**src/rtl/mem_port_arbiter_if.sv**
```systemverilog
// mem_port_arbiter_if
//
// Bundles every handshake and bus signal of the memory port arbiter so that
// requesters, the arbiter and the memory model connect through one object.
//
// Signal groups:
//   I port   : iReq, iAddr (to arbiter); iAck, iData, iErr (from arbiter)
//   D port   : dReq, dAddr, dWrite, dWData (to arbiter); dAck, dRData, dErr
//   Bus side : busReq, busAddr, busWe, busWData (from arbiter);
//              busAck, busRData (to arbiter)
//
// Modports:
//   slave  : the arbiter's view (it serves the I/D requesters)
//   master : the environment's view (requesters plus the memory bus)
interface mem_port_arbiter_if;
    logic        iReq;
    logic [31:0] iAddr;
    logic        iAck;
    logic [31:0] iData;
    logic        iErr;

    logic        dReq;
    logic [31:0] dAddr;
    logic [3:0]  dWrite;
    logic [31:0] dWData;
    logic        dAck;
    logic [31:0] dRData;
    logic        dErr;

    logic        busReq;
    logic [31:0] busAddr;
    logic [3:0]  busWe;
    logic [31:0] busWData;
    logic        busAck;
    logic [31:0] busRData;

    modport slave (
        input  iReq, iAddr, dReq, dAddr, dWrite, dWData, busAck, busRData,
        output iAck, iData, iErr, dAck, dRData, dErr,
               busReq, busAddr, busWe, busWData
    );

    modport master (
        output iReq, iAddr, dReq, dAddr, dWrite, dWData, busAck, busRData,
        input  iAck, iData, iErr, dAck, dRData, dErr,
               busReq, busAddr, busWe, busWData
    );
endinterface

```
**src/rtl/mem_port_arbiter.sv**
```systemverilog
// mem_port_arbiter
//
// Shares one single-ported memory bus between the instruction-fetch port (I)
// and the EX-stage data port (D). D has fixed priority, but once D has won
// STARVE_LIMIT grants in a row while I was waiting, I is forced to win.
// Each transaction is grant edge -> BUSY (until busAck) -> one DONE bubble.
//
// Ports:
//   clk     : clock, rising edge
//   rstn    : asynchronous active-low reset
//   arb     : mem_port_arbiter_if.slave (I/D handshakes and memory bus)
//   grantD  : 1 while the current or last bus owner is D (debug)
//
// Parameters:
//   STARVE_LIMIT : consecutive D grants tolerated while I waits
//   TIMEOUT      : BUSY cycles before a transaction without busAck is aborted
//
// Build option:
//   MEM_ARB_TIMEOUT_EN : when defined, a watchdog aborts a transaction after
//   TIMEOUT BUSY cycles and pulses iErr/dErr; when undefined BUSY waits
//   forever and iErr/dErr are constant 0.
module mem_port_arbiter #(
    parameter int STARVE_LIMIT = 4,
    parameter int TIMEOUT      = 255
) (
    input  logic              clk,
    input  logic              rstn,
    mem_port_arbiter_if.slave arb,
    output logic              grantD
);
    localparam int STARVE_W = (STARVE_LIMIT < 1) ? 1 : $clog2(STARVE_LIMIT + 1);
    localparam logic [STARVE_W-1:0] STARVE_MAX = STARVE_W'(STARVE_LIMIT);

    typedef enum logic [1:0] {IDLE, BUSY, DONE} state_t;

    state_t              state, state_n;
    logic                bus_req_q, bus_req_n;
    logic [31:0]         bus_addr_q, bus_addr_n;
    logic [3:0]          bus_we_q, bus_we_n;
    logic [31:0]         bus_wdata_q, bus_wdata_n;
    logic                grant_d_q, grant_d_n;
    logic [STARVE_W-1:0] starve_cnt, starve_n;
    logic                d_wins;
    logic                busy_ack;
    logic                timeout_hit;

    // Degenerate parameter values leave a marker block in the elaborated hierarchy.
    if (STARVE_LIMIT < 1 || TIMEOUT < 1) begin : g_bad_params
    end

`ifdef MEM_ARB_TIMEOUT_EN
    localparam int TO_W = ($clog2(TIMEOUT + 1) > 8) ? $clog2(TIMEOUT + 1) : 8;
    localparam logic [TO_W-1:0] TO_LAST = TO_W'(TIMEOUT - 1);

    logic [TO_W-1:0] to_cnt, to_cnt_n;

    // The count is 0 in the first BUSY cycle, so it equals TIMEOUT-1 in the
    // TIMEOUT-th BUSY cycle; that cycle aborts unless busAck arrives with it.
    assign timeout_hit = (state == BUSY) && !arb.busAck && (to_cnt == TO_LAST);

    // Held at zero while idle so every BUSY entry starts a fresh count.
    always_comb begin
        to_cnt_n = to_cnt;
        if (state == IDLE) begin
            to_cnt_n = '0;
        end else if (state == BUSY && !arb.busAck) begin
            to_cnt_n = to_cnt + 1'b1;
        end
    end

    always_ff @(posedge clk or negedge rstn) begin
        if (!rstn) begin
            to_cnt <= '0;
        end else begin
            to_cnt <= to_cnt_n;
        end
    end
`else
    assign timeout_hit = 1'b0;
`endif

    // D wins unless I is waiting and has already been passed over too often.
    assign d_wins   = arb.dReq && !(arb.iReq && starve_cnt == STARVE_MAX);
    assign busy_ack = (state == BUSY) && arb.busAck;

    // Completion is forwarded combinationally to the owner only; grant_d_q
    // names the owner for the whole BUSY phase.
    assign arb.iAck   = busy_ack && !grant_d_q;
    assign arb.dAck   = busy_ack && grant_d_q;
    assign arb.iErr   = timeout_hit && !grant_d_q;
    assign arb.dErr   = timeout_hit && grant_d_q;
    assign arb.iData  = arb.busRData;
    assign arb.dRData = arb.busRData;

    assign arb.busReq   = bus_req_q;
    assign arb.busAddr  = bus_addr_q;
    assign arb.busWe    = bus_we_q;
    assign arb.busWData = bus_wdata_q;
    assign grantD       = grant_d_q;

    // Arbitration, bus register loading and the starvation counter.
    always_comb begin
        state_n     = state;
        bus_req_n   = bus_req_q;
        bus_addr_n  = bus_addr_q;
        bus_we_n    = bus_we_q;
        bus_wdata_n = bus_wdata_q;
        grant_d_n   = grant_d_q;
        starve_n    = starve_cnt;
        unique case (state)
            IDLE: begin
                if (d_wins) begin
                    state_n     = BUSY;
                    bus_req_n   = 1'b1;
                    bus_addr_n  = arb.dAddr;
                    bus_we_n    = arb.dWrite;
                    bus_wdata_n = arb.dWData;
                    grant_d_n   = 1'b1;
                    // Only grants that actually made I wait count towards starvation.
                    if (arb.iReq) begin
                        starve_n = (starve_cnt == STARVE_MAX) ? starve_cnt : starve_cnt + 1'b1;
                    end else begin
                        starve_n = '0;
                    end
                end else if (arb.iReq) begin
                    state_n     = BUSY;
                    bus_req_n   = 1'b1;
                    bus_addr_n  = arb.iAddr;
                    bus_we_n    = 4'b0000;
                    bus_wdata_n = 32'h0;
                    grant_d_n   = 1'b0;
                    starve_n    = '0;
                end
            end
            BUSY: begin
                if (arb.busAck || timeout_hit) begin
                    state_n   = DONE;
                    bus_req_n = 1'b0;
                end
            end
            DONE: begin
                // Bubble cycle that lets the finished requester drop its req.
                state_n = IDLE;
            end
            default: begin
                state_n = IDLE;
            end
        endcase
    end

    always_ff @(posedge clk or negedge rstn) begin
        if (!rstn) begin
            state       <= IDLE;
            bus_req_q   <= 1'b0;
            bus_addr_q  <= 32'h0;
            bus_we_q    <= 4'b0000;
            bus_wdata_q <= 32'h0;
            grant_d_q   <= 1'b0;
            starve_cnt  <= '0;
        end else begin
            state       <= state_n;
            bus_req_q   <= bus_req_n;
            bus_addr_q  <= bus_addr_n;
            bus_we_q    <= bus_we_n;
            bus_wdata_q <= bus_wdata_n;
            grant_d_q   <= grant_d_n;
            starve_cnt  <= starve_n;
        end
    end
endmodule

```
**src/flat_wrapper.sv**
```systemverilog
// flat-port wrapper written by rule: the top's interface ports become plain ports
module mem_port_arbiter_flat 
#(
    parameter int STARVE_LIMIT = 4,
    parameter int TIMEOUT      = 255
)
  (clk, rstn, grantD, arb_iReq, arb_iAddr, arb_dReq, arb_dAddr, arb_dWrite, arb_dWData, arb_busAck, arb_busRData, arb_iAck, arb_iData, arb_iErr, arb_dAck, arb_dRData, arb_dErr, arb_busReq, arb_busAddr, arb_busWe, arb_busWData);
  mem_port_arbiter_if arb_i ();
  input  logic clk;
  input  logic rstn;
  output logic grantD;
  input wire logic [$bits(arb_i.iReq)-1:0] arb_iReq;
  input wire logic [$bits(arb_i.iAddr)-1:0] arb_iAddr;
  input wire logic [$bits(arb_i.dReq)-1:0] arb_dReq;
  input wire logic [$bits(arb_i.dAddr)-1:0] arb_dAddr;
  input wire logic [$bits(arb_i.dWrite)-1:0] arb_dWrite;
  input wire logic [$bits(arb_i.dWData)-1:0] arb_dWData;
  input wire logic [$bits(arb_i.busAck)-1:0] arb_busAck;
  input wire logic [$bits(arb_i.busRData)-1:0] arb_busRData;
  output wire logic [$bits(arb_i.iAck)-1:0] arb_iAck;
  output wire logic [$bits(arb_i.iData)-1:0] arb_iData;
  output wire logic [$bits(arb_i.iErr)-1:0] arb_iErr;
  output wire logic [$bits(arb_i.dAck)-1:0] arb_dAck;
  output wire logic [$bits(arb_i.dRData)-1:0] arb_dRData;
  output wire logic [$bits(arb_i.dErr)-1:0] arb_dErr;
  output wire logic [$bits(arb_i.busReq)-1:0] arb_busReq;
  output wire logic [$bits(arb_i.busAddr)-1:0] arb_busAddr;
  output wire logic [$bits(arb_i.busWe)-1:0] arb_busWe;
  output wire logic [$bits(arb_i.busWData)-1:0] arb_busWData;
  assign arb_i.iReq = arb_iReq;
  assign arb_i.iAddr = arb_iAddr;
  assign arb_i.dReq = arb_dReq;
  assign arb_i.dAddr = arb_dAddr;
  assign arb_i.dWrite = arb_dWrite;
  assign arb_i.dWData = arb_dWData;
  assign arb_i.busAck = arb_busAck;
  assign arb_i.busRData = arb_busRData;
  assign arb_iAck = arb_i.iAck;
  assign arb_iData = arb_i.iData;
  assign arb_iErr = arb_i.iErr;
  assign arb_dAck = arb_i.dAck;
  assign arb_dRData = arb_i.dRData;
  assign arb_dErr = arb_i.dErr;
  assign arb_busReq = arb_i.busReq;
  assign arb_busAddr = arb_i.busAddr;
  assign arb_busWe = arb_i.busWe;
  assign arb_busWData = arb_i.busWData;
  mem_port_arbiter #(.STARVE_LIMIT(STARVE_LIMIT), .TIMEOUT(TIMEOUT)) u_core (.clk(clk), .rstn(rstn), .arb(arb_i), .grantD(grantD));
endmodule
```
**config.mk**
```make
export PLATFORM = sky130hd
export DESIGN_NAME = mem_port_arbiter_flat
export DESIGN_NICKNAME = d
export VERILOG_FILES = /design/src/rtl/mem_port_arbiter_if.sv /design/src/rtl/mem_port_arbiter.sv /design/src/flat_wrapper.sv
export SDC_FILE = /design/constraint.sdc
export NUM_CORES = 1
export LEC_CHECK = 0
export ABC_AREA = 1
export BUFFER_PORTS_ARGS = -buffer_cell sky130_fd_sc_hd__clkbuf_2
export CAP_MARGIN = 5
export CORE_ASPECT_RATIO = 0.7
export CORE_MARGIN = 2
export CORE_UTILIZATION = 41
export CTS_BUF_LIST = sky130_fd_sc_hd__clkbuf_8
export DETAILED_ROUTE_END_ITERATION = 7
export PLACE_DENSITY = 0.79
export SLEW_MARGIN = 20
export SYNTH_ARGS = -nofsm -noshare
export SYNTH_HDL_FRONTEND = slang
export SYNTH_SLANG_ARGS = --single-unit
```
**constraint.sdc**
```tcl
create_clock -name clk -period 2 [get_ports clk]
set_input_delay 0.3 -clock clk [delete_from_list [all_inputs] [get_ports clk]]
set_output_delay 0.3 -clock clk [all_outputs]
set_load 0.05 [all_outputs]
```
==> flow_summary.yaml <==
finish:
  area_delta_synth_final_pct: 18.0
  fin_area_sq_um: 4740
  fin_nets: 780
  antenna_cells: 0
  layout.cells.non_filler: 774
  drive_above_1_share_pct: 31.4
setup_path:
  worstReg2RegStart: "u_core.starve_cnt[0]$_DFFE_PN0P_"
  regToRegSetupSlack_ns: 0.22
  path_max_fanout: 17
  reg2reg_depth: 8
  critical_path_class: "reg2reg"
  crit_arrival_ns: 2.01
  reg2reg_to: "u_core.arb.busAddr[28]$_DFFE_PN0P_"
  crit_required_ns: 2.23
  crit_path_end_kind: "flip-flop"
  critPathLaunchType: "flip-flop"
synth:
  synthArstFlopShare_pct: 100
  synth_warnings: 0
  yosysMostFrequentCell: "nand2_1"
  synth_commonest_cells: "217 x nand2_1, 75 x dfrtp_1, 72 x buf_4"
  synthTopCellsByArea: "dfrtp_1 47%, nand2_1 20%, buf_4 13%"
  ys_ff_latch: 75
  syn_inst: 536
  synth_top_area_share_pct: 46.8
  synth_area_sq_um: 4010
  yosys.area.top_type: "dfrtp_1"
  syn_avg_cell_area_sq_um: 7.49
  ys_seq_area_share_pct: 46.8
  synth.distinct_cells: 18
  synth_ff_type: "dfrtp_1"
  synth_edf_count: 0
placed_design:
  gp_congestion: 0.798
  dpl-instance-area_sq_um: 4520
  io_buffer_count: 176
  dp_cells: 757
  dp_hpwl_mm: 6.96
sta:
  tightest_slew_ns: 0.747
  post-route-min-period_ns: 1.78
  hold_viol: 0
  rsz0062_at_grt: "no"
  slew_viol_final: 0
  finClkSkew_ns: 0.0118
  maxSlewHeadroom_pct: 50.0
  fin_crit_sh_pct: 88.9
  setup_violations: 0
  fmax_mhz: 563
cts:
  cts_resized: 0
  cts_tree: "yes"
  cts_sinks: 75
  cts_max_level: 3
  cts_root_buf: "clkbuf_8"
  clockBufferDepth: 2
  cts.clk_slew.worst_paths_ns: 0.09
  hold_buffers: 1
  clock_latency_ns: 0.35
  cts_setup_buffers: 0
  cts_buffers: 9
global_route:
  grtUsageTotal_pct: 18.2
  grt_first_pass_wirelength_mm: 15.1
  grt_max_degree: 50
  grt_antenna_before_repair: 0
  busiest_layer: "met2"
  met1_usage_pct: 23.3
  grtUsageMet3_pct: 8.29
  grt_pass1_vias: 3221
  overflow: 0
  met2_usage_pct: 28.7
route:
  wl_per_cell_um: 12.2
  firstDrtPassIters: 4
  wl_mm: 9.41
  detail-route-antenna-nets: 0
  vias: 3530
  first_iter_violations: 126
  vias_per_cell: 4.56
  drc: 0
power:
  combPwrFrac_pct: 55.6
  power_leakage_nw: 3.00
  p_per_area_nw_per_um2: 1840
  p_seq_share_pct: 30.9
  peakVddDrop_uv: 951
  power.share.switching_pct: 55.4
  p_clk_share_pct: 13.5
  p_sw_mw: 4.84
  internal-power_mw: 3.89
floorplan:
  rows: 30
  core_area_sq_um: 9610
  pin_count: 275
  die_w_um: 122
  die-area_sq_um: 10600
  die-height_um: 86.8
  start_util_pct: 41.8
hold_path:
  holdCritStartpoint: "arb_dWData[7]"
  hp-class: "in2reg"
  hold_path_depth: 3
  whs_endpoint: "u_core.arb.busWData[7]$_DFFE_PN0P_"
flow_run:
  max-cap-violations: 0
outcome:
  status: "complete, no violations"
==> per-stage QoR <==
stage	setup TNS [ns]	hold slack, ns	total power, mW	utilization [%]	setup slack (ns)
floorplan	0	0.00441	6.74	-	0.311
global placement	0	0.259	7.52	47.1	0.0503
detailed placement	-0.0259	0.256	7.62	47.1	-0.0259
CTS	0	0.130	8.83	49.3	0.226
global route	0	0.129	9.29	49.3	0.0259
finish	0	0.137	8.73	49.3	0.223
==> layout make-up <==
cell class | count | area (sq um)
Fill cell | 971 | 4870
Sequential cell | 75 | 1880
Multi-Input combinational cell | 300 | 1260
Timing Repair Buffer | 184 | 971
Inverter | 71 | 267
Tap cell | 128 | 160
Clock buffer | 10 | 138
Clock inverter | 6 | 65.1
==> cell families after synthesis <==
family | Yosys count | synth area share (%)
other | 1 | 0.0935
AOI/OAI and AO/OA | 4 | 0.592
and+or+nand+nor | 292 | 29.7
DFF | 75 | 46.8
adders and majority gates | 2 | 0.624
buffers and inverters | 162 | 22.2
==> routing by layer <==
metal  part of all wire [%]  up-vias
li1                       -     1737
met1                     43     1600
met2                     45      185
met3                     11        8
met4                   0.64        0
met5                      0        -
==> worst max path at each step <==
stage | startpoint | endpoint | slack [ns] | cells past startpoint
2_1_floorplan | u_core.grantD$_DFFE_PN0P_ | arb_dAck | 0.31 | 2
3_3_place_gp | arb_iReq | u_core.state[0]$_DFFE_PN0P_ | 0.05 | 4
3_5_place_dp | arb_iReq | u_core.state[0]$_DFFE_PN0P_ | -0.03 | 4
4_1_cts | u_core.starve_cnt[0]$_DFFE_PN0P_ | u_core.arb.busAddr[28]$_DFFE_PN0P_ | 0.23 | 8
5_1_grt | u_core.starve_cnt[0]$_DFFE_PN0P_ | u_core.arb.busAddr[25]$_DFFE_PN0P_ | 0.03 | 8
6_report | u_core.starve_cnt[0]$_DFFE_PN0P_ | u_core.arb.busAddr[28]$_DFFE_PN0P_ | 0.22 | 8
==> power groups by stage <==
stage                     logic [mW]  clock network [mW]  registers, mW
final                           4.86                1.18           2.70
after global routing            5.20                1.29           2.79
after global placement          4.82                   0           2.70
after floorplan                 1.56                   0           5.18
after CTS                       4.92                1.21           2.70
after detailed placement        4.91                   0           2.71
==> sequential cells by signal, summed over array words and instances (netlist names) <==
register	count
u_core.arb.busAddr	32
u_core.arb.busWData	32
u_core.arb.busWe	4
u_core.starve_cnt	3
u_core.state	2
u_core.arb.busReq	1
u_core.grantD	1
==> cell usage in the layout (no fill, tap or decap) <==
| master | Yosys | routed |
|---|---|---|
| dlygate4sd3_1 | 0 | 1 |
| buf_12 | 0 | 2 |
| buf_4 | 72 | 6 |
| nor2_2 | 0 | 1 |
| nand2_2 | 1 | 1 |
| clkinv_2 | 0 | 1 |
| inv_2 | 1 | 1 |
| nand4_1 | 1 | 1 |
| nand3_1 | 65 | 65 |
| o21ai_0 | 3 | 3 |
| ha_1 | 2 | 2 |
| nand2_1 | 217 | 217 |
| dfrtp_1 | 75 | 75 |
| conb_1 | 1 | 2 |
| clkbuf_2 | 0 | 175 |
| nand3_2 | 1 | 1 |
| nor3b_1 | 1 | 1 |
| bufinv_16 | 0 | 1 |
| clkinv_4 | 0 | 2 |
| o21ai_4 | 0 | 1 |
| clkbuf_8 | 0 | 10 |
| inv_1 | 70 | 71 |
| inv_6 | 0 | 1 |
| nor2_1 | 6 | 5 |
==> worst max-delay path, stage by stage, from the launching register on <==
cell and delay [ns]:
dfrtp_1 0.41, inv_1 0.07, ha_1 0.18, nand3_2 0.32
nand2_2 0.20, buf_4 0.24, nand2_1 0.10, nand3_1 0.08
nand2_1 0.06
Note: power is estimated with default switching activity, not from simulation.
